File: src/rtl/uart_pkg.sv
// Shared definitions for the UART receive path.
//   state_e             : receiver FSM states
//   DATA_BITS           : payload bits per frame (8N1)
//   calc_clks_per_bit() : system clocks per serial bit
package uart_pkg;

  localparam int DATA_BITS = 8;

  typedef enum logic [2:0] {
    IDLE,
    START,
    DATA,
    STOP,
    WAIT_HIGH
  } state_e;

  function automatic int calc_clks_per_bit(input int clk_freq, input int baud);
    return clk_freq / baud;
  endfunction

endpackage

File: src/rtl/sync_2ff.sv
// Two-flop synchroniser for a single asynchronous input.
//   clk, rst_n : clock, asynchronous active-low reset
//   d_i        : asynchronous input
//   q_o        : synchronised output (reset to reset_val)
module sync_2ff #(
  parameter logic reset_val = 1'b1
) (
  input  logic clk,
  input  logic rst_n,
  input  logic d_i,
  output logic q_o
);

  logic meta_q;
  logic sync_q;

  // NOTE: sequential state is always written with <= so every flop samples
  // the pre-edge value of its neighbours; = here would collapse the chain.
  always_ff @(posedge clk or negedge rst_n) begin
    if (!rst_n) begin
      meta_q <= reset_val;
      sync_q <= reset_val;
    end else begin
      meta_q <= d_i;
      sync_q <= meta_q;
    end
  end

  assign q_o = sync_q;

endmodule

File: src/rtl/uart_rx_byte.sv
// UART 8N1 receiver feeding the hex display driver.
//   clk, rst_n : clock, asynchronous active-low reset
//   rx         : asynchronous serial line, idles high
//   rx_byte    : last correctly framed byte, held until the next good frame
//   rx_valid   : one-cycle pulse on the cycle rx_byte updates
//   frame_err  : sticky bad-stop-bit flag, cleared by the next good frame
//   busy       : high whenever the receiver is not idle
module uart_rx_byte
  import uart_pkg::*;
#(
  parameter int sys_clk_freq = 100000000,
  parameter int baud_rate    = 115200
) (
  input  logic       clk,
  input  logic       rst_n,
  input  logic       rx,
  output logic [7:0] rx_byte,
  output logic       rx_valid,
  output logic       frame_err,
  output logic       busy
);

  localparam int clks_per_bit = calc_clks_per_bit(sys_clk_freq, baud_rate);
  localparam int half_bit     = clks_per_bit / 2;
  localparam int CNT_W        = $clog2(clks_per_bit);
  localparam int IDX_W        = $clog2(DATA_BITS);

  localparam logic [CNT_W-1:0] HALF_LAST = CNT_W'(half_bit - 1);
  localparam logic [CNT_W-1:0] BIT_LAST  = CNT_W'(clks_per_bit - 1);
  localparam logic [IDX_W-1:0] IDX_LAST  = IDX_W'(DATA_BITS - 1);

  if (clks_per_bit < 8) begin : g_cfg_err
    $error("uart_rx_byte: clks_per_bit must be at least 8");
  end

  logic                 rx_s;
  state_e               state_q,     state_d;
  logic [CNT_W-1:0]     cnt_q,       cnt_d;
  logic [IDX_W-1:0]     bit_idx_q,   bit_idx_d;
  logic [DATA_BITS-1:0] shift_q,     shift_d;
  logic [7:0]           rx_byte_q,   rx_byte_d;
  logic                 rx_valid_q,  rx_valid_d;
  logic                 frame_err_q, frame_err_d;

  // Reset value 1 matches the idle line, so reset release never looks like a start edge.
  sync_2ff #(.reset_val(1'b1)) u_rx_sync (
    .clk  (clk),
    .rst_n(rst_n),
    .d_i  (rx),
    .q_o  (rx_s)
  );

  always_ff @(posedge clk or negedge rst_n) begin
    if (!rst_n) begin
      state_q     <= IDLE;
      cnt_q       <= '0;
      bit_idx_q   <= '0;
      shift_q     <= '0;
      rx_byte_q   <= 8'h00;
      rx_valid_q  <= 1'b0;
      frame_err_q <= 1'b0;
    end else begin
      state_q     <= state_d;
      cnt_q       <= cnt_d;
      bit_idx_q   <= bit_idx_d;
      shift_q     <= shift_d;
      rx_byte_q   <= rx_byte_d;
      rx_valid_q  <= rx_valid_d;
      frame_err_q <= frame_err_d;
    end
  end

  always_comb begin
    // NOTE: every signal gets a default before the case so no path leaves
    // one unassigned; a missing default would infer a latch.
    state_d     = state_q;
    cnt_d       = cnt_q + 1'b1;
    bit_idx_d   = bit_idx_q;
    shift_d     = shift_q;
    rx_byte_d   = rx_byte_q;
    rx_valid_d  = 1'b0;
    frame_err_d = frame_err_q;

    unique case (state_q)
      IDLE: begin
        cnt_d = '0;
        if (!rx_s) state_d = START;
      end

      START: begin
        // Re-check the line mid start bit to reject short glitches; the
        // data samples then land mid-bit from here on.
        if (cnt_q == HALF_LAST) begin
          cnt_d = '0;
          if (!rx_s) begin
            state_d   = DATA;
            bit_idx_d = '0;
          end else begin
            state_d = IDLE;
          end
        end
      end

      DATA: begin
        if (cnt_q == BIT_LAST) begin
          cnt_d   = '0;
          shift_d = {rx_s, shift_q[DATA_BITS-1:1]};
          if (bit_idx_q == IDX_LAST) state_d = STOP;
          else                       bit_idx_d = bit_idx_q + 1'b1;
        end
      end

      STOP: begin
        // Sampled mid stop bit; returning to IDLE here leaves half a bit to
        // catch a back-to-back start edge.
        if (cnt_q == BIT_LAST) begin
          cnt_d = '0;
          if (rx_s) begin
            state_d     = IDLE;
            rx_byte_d   = shift_q;
            rx_valid_d  = 1'b1;
            frame_err_d = 1'b0;
          end else begin
            state_d     = WAIT_HIGH;
            frame_err_d = 1'b1;
          end
        end
      end

      WAIT_HIGH: begin
        // A held-low (break) line must go high before a new start is accepted.
        cnt_d = '0;
        if (rx_s) state_d = IDLE;
      end

      default: begin
        state_d = IDLE;
        cnt_d   = '0;
      end
    endcase
  end

  assign rx_byte   = rx_byte_q;
  assign rx_valid  = rx_valid_q;
  assign frame_err = frame_err_q;
  assign busy      = (state_q != IDLE);

endmodule

File: config.mk
export PLATFORM = sky130hd
export DESIGN_NAME = uart_rx_byte
export DESIGN_NICKNAME = d
export VERILOG_FILES = /design/src/rtl/uart_pkg.sv /design/src/rtl/sync_2ff.sv /design/src/rtl/uart_rx_byte.sv
export SDC_FILE = /design/constraint.sdc
export NUM_CORES = 1
export LEC_CHECK = 0
export CAP_MARGIN = 10
export CORE_MARGIN = 10
export CORE_UTILIZATION = 60
export CTS_CLUSTER_DIAMETER = 50
export CTS_CLUSTER_SIZE = 14
export DETAILED_ROUTE_END_ITERATION = 12
export GPL_TIMING_DRIVEN = 0
export HOLD_SLACK_MARGIN = 0.1
export PLACE_DENSITY = 0.92
export SYNTH_ARGS = -nofsm -noshare
export SYNTH_HDL_FRONTEND = slang
export SYNTH_SLANG_ARGS = --single-unit
File: constraint.sdc
create_clock -name clk -period 4.8 [get_ports clk]
set_clock_uncertainty 0.1 [all_clocks]
set_input_delay 0.48 -clock clk [delete_from_list [all_inputs] [get_ports clk]]
set_output_delay 0.48 -clock clk [all_outputs]
set_load 0.005 [all_outputs]
==> results of run 1 <==
## worst max-delay path: cells and delay by family, from the launching register on
kind / cells / cell delay [ns]
buffers and inverters: 2 / 0.67
and+or+nand+nor: 1 / 0.39
DFF: 1 / 0.41
## registers in the layout, indices dropped and copies added (netlist names)
signal            flops
cnt_q                10
bit_idx_q             3
rx_byte               8
frame_err             1
rx_valid              1
shift_q               8
u_rx_sync.q_o         1
state_q               3
u_rx_sync.meta_q      1
## cells in the mapped netlist
| cell type | count |
|---|---|
| a21oi_1 | 1 |
| a22o_1 | 2 |
| a311oi_1 | 1 |
| a31oi_1 | 2 |
| and2_4 | 1 |
| and3_1 | 3 |
| buf_2 | 2 |
| buf_4 | 1 |
| buf_6 | 1 |
| clkbuf_1 | 1 |
| dfrtp_1 | 34 |
| dfstp_2 | 2 |
| ha_1 | 4 |
| inv_1 | 5 |
| mux2_1 | 9 |
| mux2_2 | 1 |
| mux2_4 | 8 |
| mux2i_1 | 2 |
| nand2_1 | 4 |
| nand2b_1 | 2 |
| nand3_1 | 4 |
| nand4_1 | 1 |
| nand4b_1 | 1 |
| nand4bb_1 | 1 |
| nor2_1 | 14 |
| nor2b_1 | 2 |
| nor3_1 | 2 |
| nor3_2 | 1 |
| nor4_1 | 2 |
| o211ai_1 | 1 |
| o2bb2ai_1 | 1 |
| o32a_1 | 1 |
| o41ai_1 | 1 |
| or3_1 | 2 |
| or3b_1 | 1 |
| or3b_4 | 1 |
| or4b_1 | 1 |
| xnor2_1 | 6 |
| xor2_1 | 2 |
## power groups by stage
stage,clock network [uW],logic (uW),registers [uW]
6_report,209,7.23,306
3_5_place_dp,0,7.71,311
3_3_place_gp,0,7.90,311
2_1_floorplan,0,0.764,311
5_1_grt,225,8.68,306
4_1_cts,211,7.74,306
## metal layers
| layer | wire length [um] | part of all wire | GRT usage | up-vias |
|---|---|---|---|---|
| met4 | 78 | 0.028 | 0.0781 | 0 |
| met1 | 1270 | 0.46 | 0.133 | 527 |
| met2 | 1270 | 0.46 | 0.190 | 18 |
| li1 | - | - | - | 499 |
| met5 | 0 | 0 | 0 | - |
| met3 | 129 | 0.047 | 0.0395 | 7 |
## how the worst min path moves through the flow
stage	endpoint	slack, ns	cells after the start	from
global route	shift_q[7]$_DFFE_PN0P_	0.13	1	rst_n
detailed placement	u_rx_sync.q_o$_DFF_PN1_	0.25	0	u_rx_sync.meta_q$_DFF_PN1_
CTS	bit_idx_q[0]$_DFFE_PN0P_	0.10	1	rst_n
floorplan	bit_idx_q[0]$_DFFE_PN0P_	0.08	0	rst_n
global placement	u_rx_sync.q_o$_DFF_PN1_	0.25	0	u_rx_sync.meta_q$_DFF_PN1_
finish	bit_idx_q[0]$_DFFE_PN0P_	0.07	1	rst_n
## kinds of logic after synthesis
group	count (synthesis)
flip-flops	36
AND/OR/NAND/NOR	43
XOR/XNOR	8
AO/OA/AOI/OAI	10
adder cells (fa/ha/maj)	4
multiplexers	20
buffers and inverters	10
## through the flow
step                       util  std cells  hold slack [ns]  total power (uW)
after floorplan               -        131           0.0844               312
final                     0.741        182           0.0739               522
after detailed placement  0.711        174            0.251               319
after global routing      0.741        182            0.131               539
after CTS                 0.741        182            0.103               525
after global placement    0.713        174            0.246               319
## cell type report
cell class	count	area, um2	share of cell area
well taps	30	37.5	0.0199
inverters	5	18.8	0.00995
repair buffers	13	125	0.0663
flip-flops and latches	36	903	0.479
multi-input cells	85	693	0.367
clock inverters	2	35.0	0.0186
clock buffers	6	41.3	0.0219
plain buffers	5	32.5	0.0172
==> metrics.md, run 1 <==
| Metric | Value |
|---|---|
| Status | `complete, no violations` |
| Clock buffer depth | `2` |
| Nature of the critical path startpoint | `flop` |
| Reg-to-reg critical path endpoint | `rx_byte[5]$_DFFE_PN0P_` |
| Clock sinks | `36` |
| Most frequent cells in the layout | `34 x dfrtp_1, 14 x nor2_1, 12 x clkdlybuf4s50_1, 9 x mux2_1, 8 x mux2_4` |
| R2R depth | `5` |
| P_sw | `107 uW` |
| Post-CTS setup buffers | `0` |
| DRC | `0` |
| GRT Util Overall | `0.119` |
| XOR/XNOR Fraction of Synth Area | `0.0425` |
| Via count | `1051` |
| Class of the worst hold path | `in2async` |
| Clock period minus worst slack | `2.40 ns` |
| Initial Utilization | `0.647` |
| Total Neg Setup Slack | `0 ns` |
| Syn nets | `138` |
| Clock share of power | `0.401` |
| Cell row count | `18` |
| Crit-path max cell delay | `0.45 ns` |
| Placed cell area | `1810 um2` |
| Layout area overhead | `14.5%` |
| Pint | `415 uW` |
| Final Cell Area | `1890 um2` |
| Unrepaired setup endpoints after global routing | `no` |
| Worst-Skew Late Latency | `0.35 ns` |
| # diodes | `0` |
| Initial DRC Count | `98` |
| Largest cells by area after synthesis | `dfrtp_1 52%, mux2_4 7.3%, mux2_1 6.2%` |
| Synth cell types | `39` |
| CP endpoint | `busy` |
| Post-synthesis adder-cell area fraction | `0.0304` |
| LEAKAGE | `0.000914 uW` |
| Fillers | `170` |
| Final-report hold violation count | `0` |
| Vias per inst | `5.77` |
| DRT Pass-1 Iters | `4` |
| Routability congestion estimate | `0.923` |
| Worst path slowest cell | `clkdlybuf4s50_1` |
| Slew headroom | `0.504` |
| Die Wd | `72.4 um` |
| IO Pins | `14` |
| Slew Limit Fails | `0` |
| Die area | `5240 um2` |
| Remaining global-route overflow | `0` |
| Post-route ant nets | `0` |
| Setup WS post-layout | `2.40 ns` |
| Largest net degree at the start of global routing | `37` |
| Root Buffer Master | `clkbuf_4` |
| Ys Warns | `0` |
| Share of the synthesized area in the top cell type | `0.516` |
| Worst setup startpoint | `state_q[0]$_DFFE_PN0P_` |
| CP endpoint kind | `output port` |
| Buffers on Ports | `13` |
| Final HPWL DP | `1.96 mm` |
| Flop pwr share | `0.585` |
| Mapped Cells | `131` |
| Largest family of logic cells by synthesized area | `multiplexers` |
| Core ar. | `2540 um2` |
| # H-tree levels | `2` |
| Avg Cell Area, Syn | `12.6 um2` |
| Vias in the first global route | `1100` |
| Die Y | `72.4 um` |
| Final Cycle Share | `0.500` |
| Final wirelength | `2.75 mm` |
| Most common cell after layout, fill and taps aside | `dfrtp_1` |
| Global-route wire length before repair | `5.00 mm` |
| Routed wire per std cell | `15.1 um` |
| FF-to-FF Start | `cnt_q[2]$_DFF_PN0_` |
| Max FO, Critical Path | `10` |
| Sw Share | `0.205` |
| Critical Setup Path Class | `reg2out` |
| CP cell instances | `clkbuf_1 -> or3_1 -> clkdlybuf4s50_1` |
| CTS tree | `built` |
| Max-cap viol count | `0` |
| Leading area contributor after synthesis | `dfrtp_1` |
| Mapped cell area | `1650 um2` |
| Share of cells above drive strength 1 | `0.171` |
| Post-synthesis sequential area ratio | `0.548` |
| Post-CTS Resized | `0` |
| DP Worst Slack | `2.58 ns` |
| Fmax | `417 MHz` |
| Comb pwr share | `0.014` |
| Mux share of post-synthesis cell area | `0.153` |
| Critical Path RT | `4.22 ns` |
| FF+latch count, synth | `36` |
| Worst-path clk slew | `0.11 ns` |
| Initial antenna violation count | `0` |
| Hold Buf Count CTS | `0` |
| Final setup violation count | `0` |
| Power density cells | `277 nW/um2` |
| Reg2Reg Setup Slack | `2.55 ns` |
| Simple-gate area share of the yosys netlist | `0.147` |
| Crit path arrival time | `1.82 ns` |
| Fin nets | `158` |
| Complex-gate fraction of the synthesized area | `0.0478` |
| TritonCTS Buffers | `5` |
| Max VDD drop | `0.000314 V` |
| Worst slew pin tran | `0.744 ns` |
(Power assumes the default switching activity.)
==> run 2: changes to the inputs <==
--- a/config.mk
+++ b/config.mk
@@ -7,13 +7,13 @@
 export LEC_CHECK = 0
 export CAP_MARGIN = 10
 export CORE_MARGIN = 10
-export CORE_UTILIZATION = 60
+export CORE_UTILIZATION = 51
 export CTS_CLUSTER_DIAMETER = 50
 export CTS_CLUSTER_SIZE = 14
 export DETAILED_ROUTE_END_ITERATION = 12
 export GPL_TIMING_DRIVEN = 0
 export HOLD_SLACK_MARGIN = 0.1
-export PLACE_DENSITY = 0.92
+export PLACE_DENSITY = 0.84
 export SYNTH_ARGS = -nofsm -noshare
 export SYNTH_HDL_FRONTEND = slang
 export SYNTH_SLANG_ARGS = --single-unit
==> constraint.sdc (replaced) <==
create_clock -name clk -period 2.1 [get_ports clk]
set_clock_uncertainty 0.1 [all_clocks]
set_input_delay 0.21 -clock clk [delete_from_list [all_inputs] [get_ports clk]]
set_output_delay 0.21 -clock clk [all_outputs]
set_load 0.005 [all_outputs]
==> metrics.md, run 2 (synthesis gave the netlist of run 1 again) <==
| Metric | Value |
|---|---|
| Status | `complete, no violations` |
| Hold path startpoint | `rx` |
| Die area | `5900 um2` |
| Non-filler cells, final | `200` |
| Number of flip-flops in the largest register | `10` |
| Crit-path max cell delay | `0.66 ns` |
| Crit path arrival time | `2.21 ns` |
| Max FO, Critical Path | `8` |
| Post-route ant nets | `0` |
| Nature of the critical path startpoint | `flop` |
| Die Wd | `76.8 um` |
| Initial DRC Count | `50` |
| Worst path slowest cell | `or4b_4` |
| Fmax | `481 MHz` |
| Worst-Skew Late Latency | `0.35 ns` |
| # diodes | `0` |
| CP cell instances | `or3b_4 -> or4b_4 -> mux2_4` |
| Initial antenna violation count | `0` |
| Hold_ws | `0.173 ns` |
| Final Cell Area | `1970 um2` |
| DRC | `0` |
| Die Y | `76.8 um` |
| Largest net degree at the start of global routing | `37` |
| Critical Setup Path Class | `reg2reg` |
| Max-cap viol count | `0` |
| Vias in the first global route | `1071` |
| IO Pins | `14` |
| Clock buffer depth | `2` |
| Buffers on Ports | `13` |
| Placed cell area | `1830 um2` |
| Fin nets | `162` |
| Clock sinks | `36` |
| Final Cycle Share | `0.990` |
| Class of the worst hold path | `in2reg` |
| CP endpoint kind | `flop` |
| Worst Path Buf+Inv | `0` |
| Clock period minus worst slack | `2.08 ns` |
| Most common cell after layout, fill and taps aside | `dfrtp_1` |
| Final-report hold violation count | `0` |
| Worst-path clk slew | `0.11 ns` |
| FF-to-FF Start | `cnt_q[3]$_DFF_PN0_` |
| Root Buffer Master | `clkbuf_4` |
| Most frequent cells in the layout | `34 x dfrtp_1, 14 x nor2_1, 12 x clkdlybuf4s50_1, 9 x mux2_1, 8 x mux2_4` |
| Share of cells above drive strength 1 | `0.218` |
| TritonCTS Buffers | `5` |
| Cell row count | `20` |
| Worst setup startpoint | `cnt_q[3]$_DFF_PN0_` |
| Placed cell count | `188` |
| Routed wire per std cell | `13.9 um` |
| Power density cells | `606 nW/um2` |
| Slew Limit Fails | `0` |
| DRT Pass-1 Iters | `4` |
| Initial Utilization | `0.535` |
| Worst slew pin tran | `0.751 ns` |
| Routability congestion estimate | `0.897` |
| CTS tree | `built` |
| Remaining global-route overflow | `0` |
| Slew headroom | `0.500` |
| # H-tree levels | `2` |
| Via count | `1038` |
| Final HPWL DP | `1.92 mm` |
| Core ar. | `3080 um2` |
| Final wirelength | `2.78 mm` |
| CP delay by family, top | `simple AND/OR/NAND/NOR gates` |
| Final setup violation count | `0` |
| Layout area overhead | `19.7%` |
| Final core utilization | `0.641` |
| GRT Util Overall | `0.100` |
| LEAKAGE | `0.000953 uW` |
| Critical Path RT | `2.23 ns` |
| Biggest register | `cnt_q` |
| Vias per inst | `5.19` |
| Max VDD drop | `0.000289 V` |
| Global-route wire length before repair | `4.82 mm` |
| Unrepaired setup endpoints after global routing | `yes` |
-- run 2: cell types whose count changed in the layout (fill, tap and decap cells not counted), sizes merged --
cell         change
clkbuf           -2
buf              +4
clkinvlp         +1
dlygate4sd3      +1
-- run 2: area by class of cell --
type	count	area (um2)
plain buffers	4	28.8
inverters	5	18.8
well taps	44	55.1
clock inverters	3	42.5
flip-flops and latches	36	903
fillers	253	1100
repair buffers	18	165
multi-input cells	85	722
clock buffers	5	37.5
-- run 2: stage by stage --
stage                     TNS [ns]  setup slack (ns)  total power [uW]
after detailed placement     -1.03            -0.122               730
after global routing       -0.0447           -0.0194              1250
after floorplan                  0            0.0549               713
after CTS                        0           0.00747              1210
final                            0            0.0218              1190
after global placement      -0.698           -0.0912               730
-- run 2: per-layer routing --
layer / up-vias / routed length (um) / part of all wire / global-route usage
met4: 0 / 63 / 0.023 / 0.0558
li1: 507 / - / - / -
met3: 8 / 128 / 0.046 / 0.0385
met5: - / 0 / 0 / 0
met1: 502 / 1270 / 0.46 / 0.110
met2: 21 / 1310 / 0.47 / 0.162
-- run 2: repair_timing --
action | CTS | global route
setup endpoints to repair | 17 | 17
hold buffers | 1 | 0
buffers inserted | 2 | 2
resized for setup | 3 | 6
pin swaps | 1 | 1
endpoints found under the hold margin | 34 | 0
-- run 2: worst paths after layout --
| check | endpoint | slack, ns | cells past startpoint |
|---|---|---|---|
| max | shift_q[0]$_DFFE_PN0P_ | 0.02 | 3 |
| min | u_rx_sync.meta_q$_DFF_PN1_ | 0.17 | 1 |
| max reg2reg | shift_q[0]$_DFFE_PN0P_ | 0.02 | 3 |
| min reg2reg | u_rx_sync.q_o$_DFF_PN1_ | 0.26 | 0 |
| max in group asynchronous | cnt_q[1]$_DFF_PN0_ | 1.06 | 2 |
| min in group asynchronous | rx_byte[1]$_DFFE_PN0P_ | 0.35 | 2 |
-- run 2: where the power goes --
| group | switching [uW] | internal, uW | total, uW |
|---|---|---|---|
| clock | 230 | 248 | 478 |
| sequential | 2.00 | 696 | 698 |
| combinational | 13.3 | 4.56 | 17.8 |
==> run 3: changes to the inputs <==
--- a/config.mk
+++ b/config.mk
@@ -14,6 +14,8 @@
 export GPL_TIMING_DRIVEN = 0
 export HOLD_SLACK_MARGIN = 0.1
 export PLACE_DENSITY = 0.84
+export RECOVER_POWER = 100
+export REMOVE_ABC_BUFFERS = 1
 export SYNTH_ARGS = -nofsm -noshare
 export SYNTH_HDL_FRONTEND = slang
 export SYNTH_SLANG_ARGS = --single-unit
==> metrics.md, run 3 (synthesis gave the netlist of run 1 again) <==
| Metric | Value |
|---|---|
| Status | `complete, no violations` |
| Reg2Reg Setup Slack | `0.05 ns` |
| Crit path arrival time | `2.19 ns` |
| Buffers on Ports | `13` |
| DRC | `0` |
| Final Total Pwr | `1200 uW` |
| Clock sinks | `36` |
| # H-tree levels | `2` |
| Fin nets | `157` |
| Max FO, Critical Path | `8` |
| Remaining global-route overflow | `0` |
| Routability congestion estimate | `0.812` |
| Fillers | `249` |
| Worst-Skew Late Latency | `0.34 ns` |
| Clock period minus worst slack | `2.05 ns` |
| Final wirelength | `2.81 mm` |
| Worst slew pin tran | `0.861 ns` |
| Nature of the critical path startpoint | `flop` |
| Most common cell after layout, fill and taps aside | `dfrtp_1` |
| Cell row count | `20` |
| Largest net degree at the start of global routing | `37` |
| Class of the worst hold path | `reg2reg` |
| Final HPWL DP | `1.95 mm` |
| Crit-path max cell delay | `0.61 ns` |
| Root Buffer Master | `clkbuf_4` |
| Final-report hold violation count | `0` |
| Worst path slowest cell | `or4b_4` |
| Die Y | `76.8 um` |
| Core ar. | `3080 um2` |
| Via count | `1037` |
| Vias in the first global route | `1082` |
| Max-cap viol count | `0` |
| Biggest register | `cnt_q` |
| Max VDD drop | `0.000448 V` |
| Worst Path Buf+Inv | `0` |
| Initial DRC Count | `69` |
| Final setup violation count | `0` |
| Post-route ant nets | `0` |
| Layout area overhead | `18.1%` |
| TritonCTS Buffers | `5` |
| Routed wire per std cell | `14.4 um` |
| Die Wd | `76.8 um` |
| Slew Limit Fails | `0` |
| CP endpoint kind | `flop` |
| DRT Pass-1 Iters | `4` |
| Worst-path clk slew | `0.11 ns` |
| Final Cycle Share | `0.976` |
| Vias per inst | `5.32` |
| Power density cells | `614 nW/um2` |
| CP cell instances | `or3b_4 -> or4b_4 -> mux2_4` |
| Die area | `5900 um2` |
| Register area | `907 um2` |
| Slew headroom | `0.426` |
| Fmax | `488 MHz` |
| CTS tree | `built` |
| IO Pins | `14` |
| LEAKAGE | `0.000958 uW` |
| Critical Path RT | `2.24 ns` |
| Share of cells above drive strength 1 | `0.225` |
| Most frequent cells in the layout | `31 x dfrtp_1, 14 x nor2_1, 12 x dlygate4sd3_1, 9 x mux2_1, 8 x mux2_4` |
| Initial Utilization | `0.535` |
| Clock buffer depth | `2` |
| Critical Setup Path Class | `reg2reg` |
| Hold_ws | `0.264 ns` |
| Global-route wire length before repair | `4.95 mm` |
| Initial antenna violation count | `0` |
| GRT Util Overall | `0.101` |
| Unrepaired setup endpoints after global routing | `no` |
| Number of flip-flops in the largest register | `10` |
| Footprint of the multi-input gates | `728 um2` |
| CP delay by family, top | `simple AND/OR/NAND/NOR gates` |
| # diodes | `0` |
==> run 3: repair_timing <==
action                     CTS  global route
buffers inserted             2             1
pin swaps                    2             1
hold buffers                 1             0
setup endpoints to repair   16            26
resized for setup            5             5
hold endpoints to repair    34             0
==> run 3: layout make-up <==
class	count	share of cell area
clock inverter	3	0.0219
multi-input combinational	85	0.374
sequential	36	0.466
tap	44	0.0283
clock buffer	5	0.0193
timing repair buffer	17	0.0810
inverter	5	0.00964
==> run 3: stage by stage <==
step,util,area [um2],TNS (ns),std cells,worst slack (ns)
4_1_cts,0.623,1920,0,194,0.00132
6_report,0.633,1950,0,195,0.0513
3_3_place_gp,0.585,1800,-3.03,183,-0.215
3_5_place_dp,0.583,1800,-3.53,183,-0.258
5_1_grt,0.633,1950,0,195,0.0128
2_1_floorplan,-,1620,-0.575,126,-0.0620
==> run 3: power by group <==
part           total [uW]  switching [uW]  internal [uW]  leakage (uW)
Clock                 479             231            248     0.0000412
Sequential            698            2.06            696      0.000478
Combinational        18.1            13.9           4.18      0.000440
Total                1200             247            949      0.000958
==> run 3: path summary, 6_finish.rpt <==
check | startpoint | endpoint | cells past startpoint
hold / removal | u_rx_sync.meta_q$_DFF_PN1_ | u_rx_sync.q_o$_DFF_PN1_ | 0
setup reg to reg | cnt_q[2]$_DFF_PN0_ | shift_q[0]$_DFFE_PN0P_ | 3
setup / recovery | cnt_q[2]$_DFF_PN0_ | shift_q[0]$_DFFE_PN0P_ | 3
hold reg to reg | u_rx_sync.meta_q$_DFF_PN1_ | u_rx_sync.q_o$_DFF_PN1_ | 0
max in group asynchronous | rst_n | cnt_q[2]$_DFF_PN0_ | 2
min in group asynchronous | rst_n | rx_byte[6]$_DFFE_PN0P_ | 2
==> run 3: per-layer routing <==
metal	wire length, um	up-vias	GRT usage
met2	1400	24	0.164
met5	0	-	0
li1	-	501	-
met1	1210	507	0.116
met3	152	5	0.0373
met4	54	0	0.0446
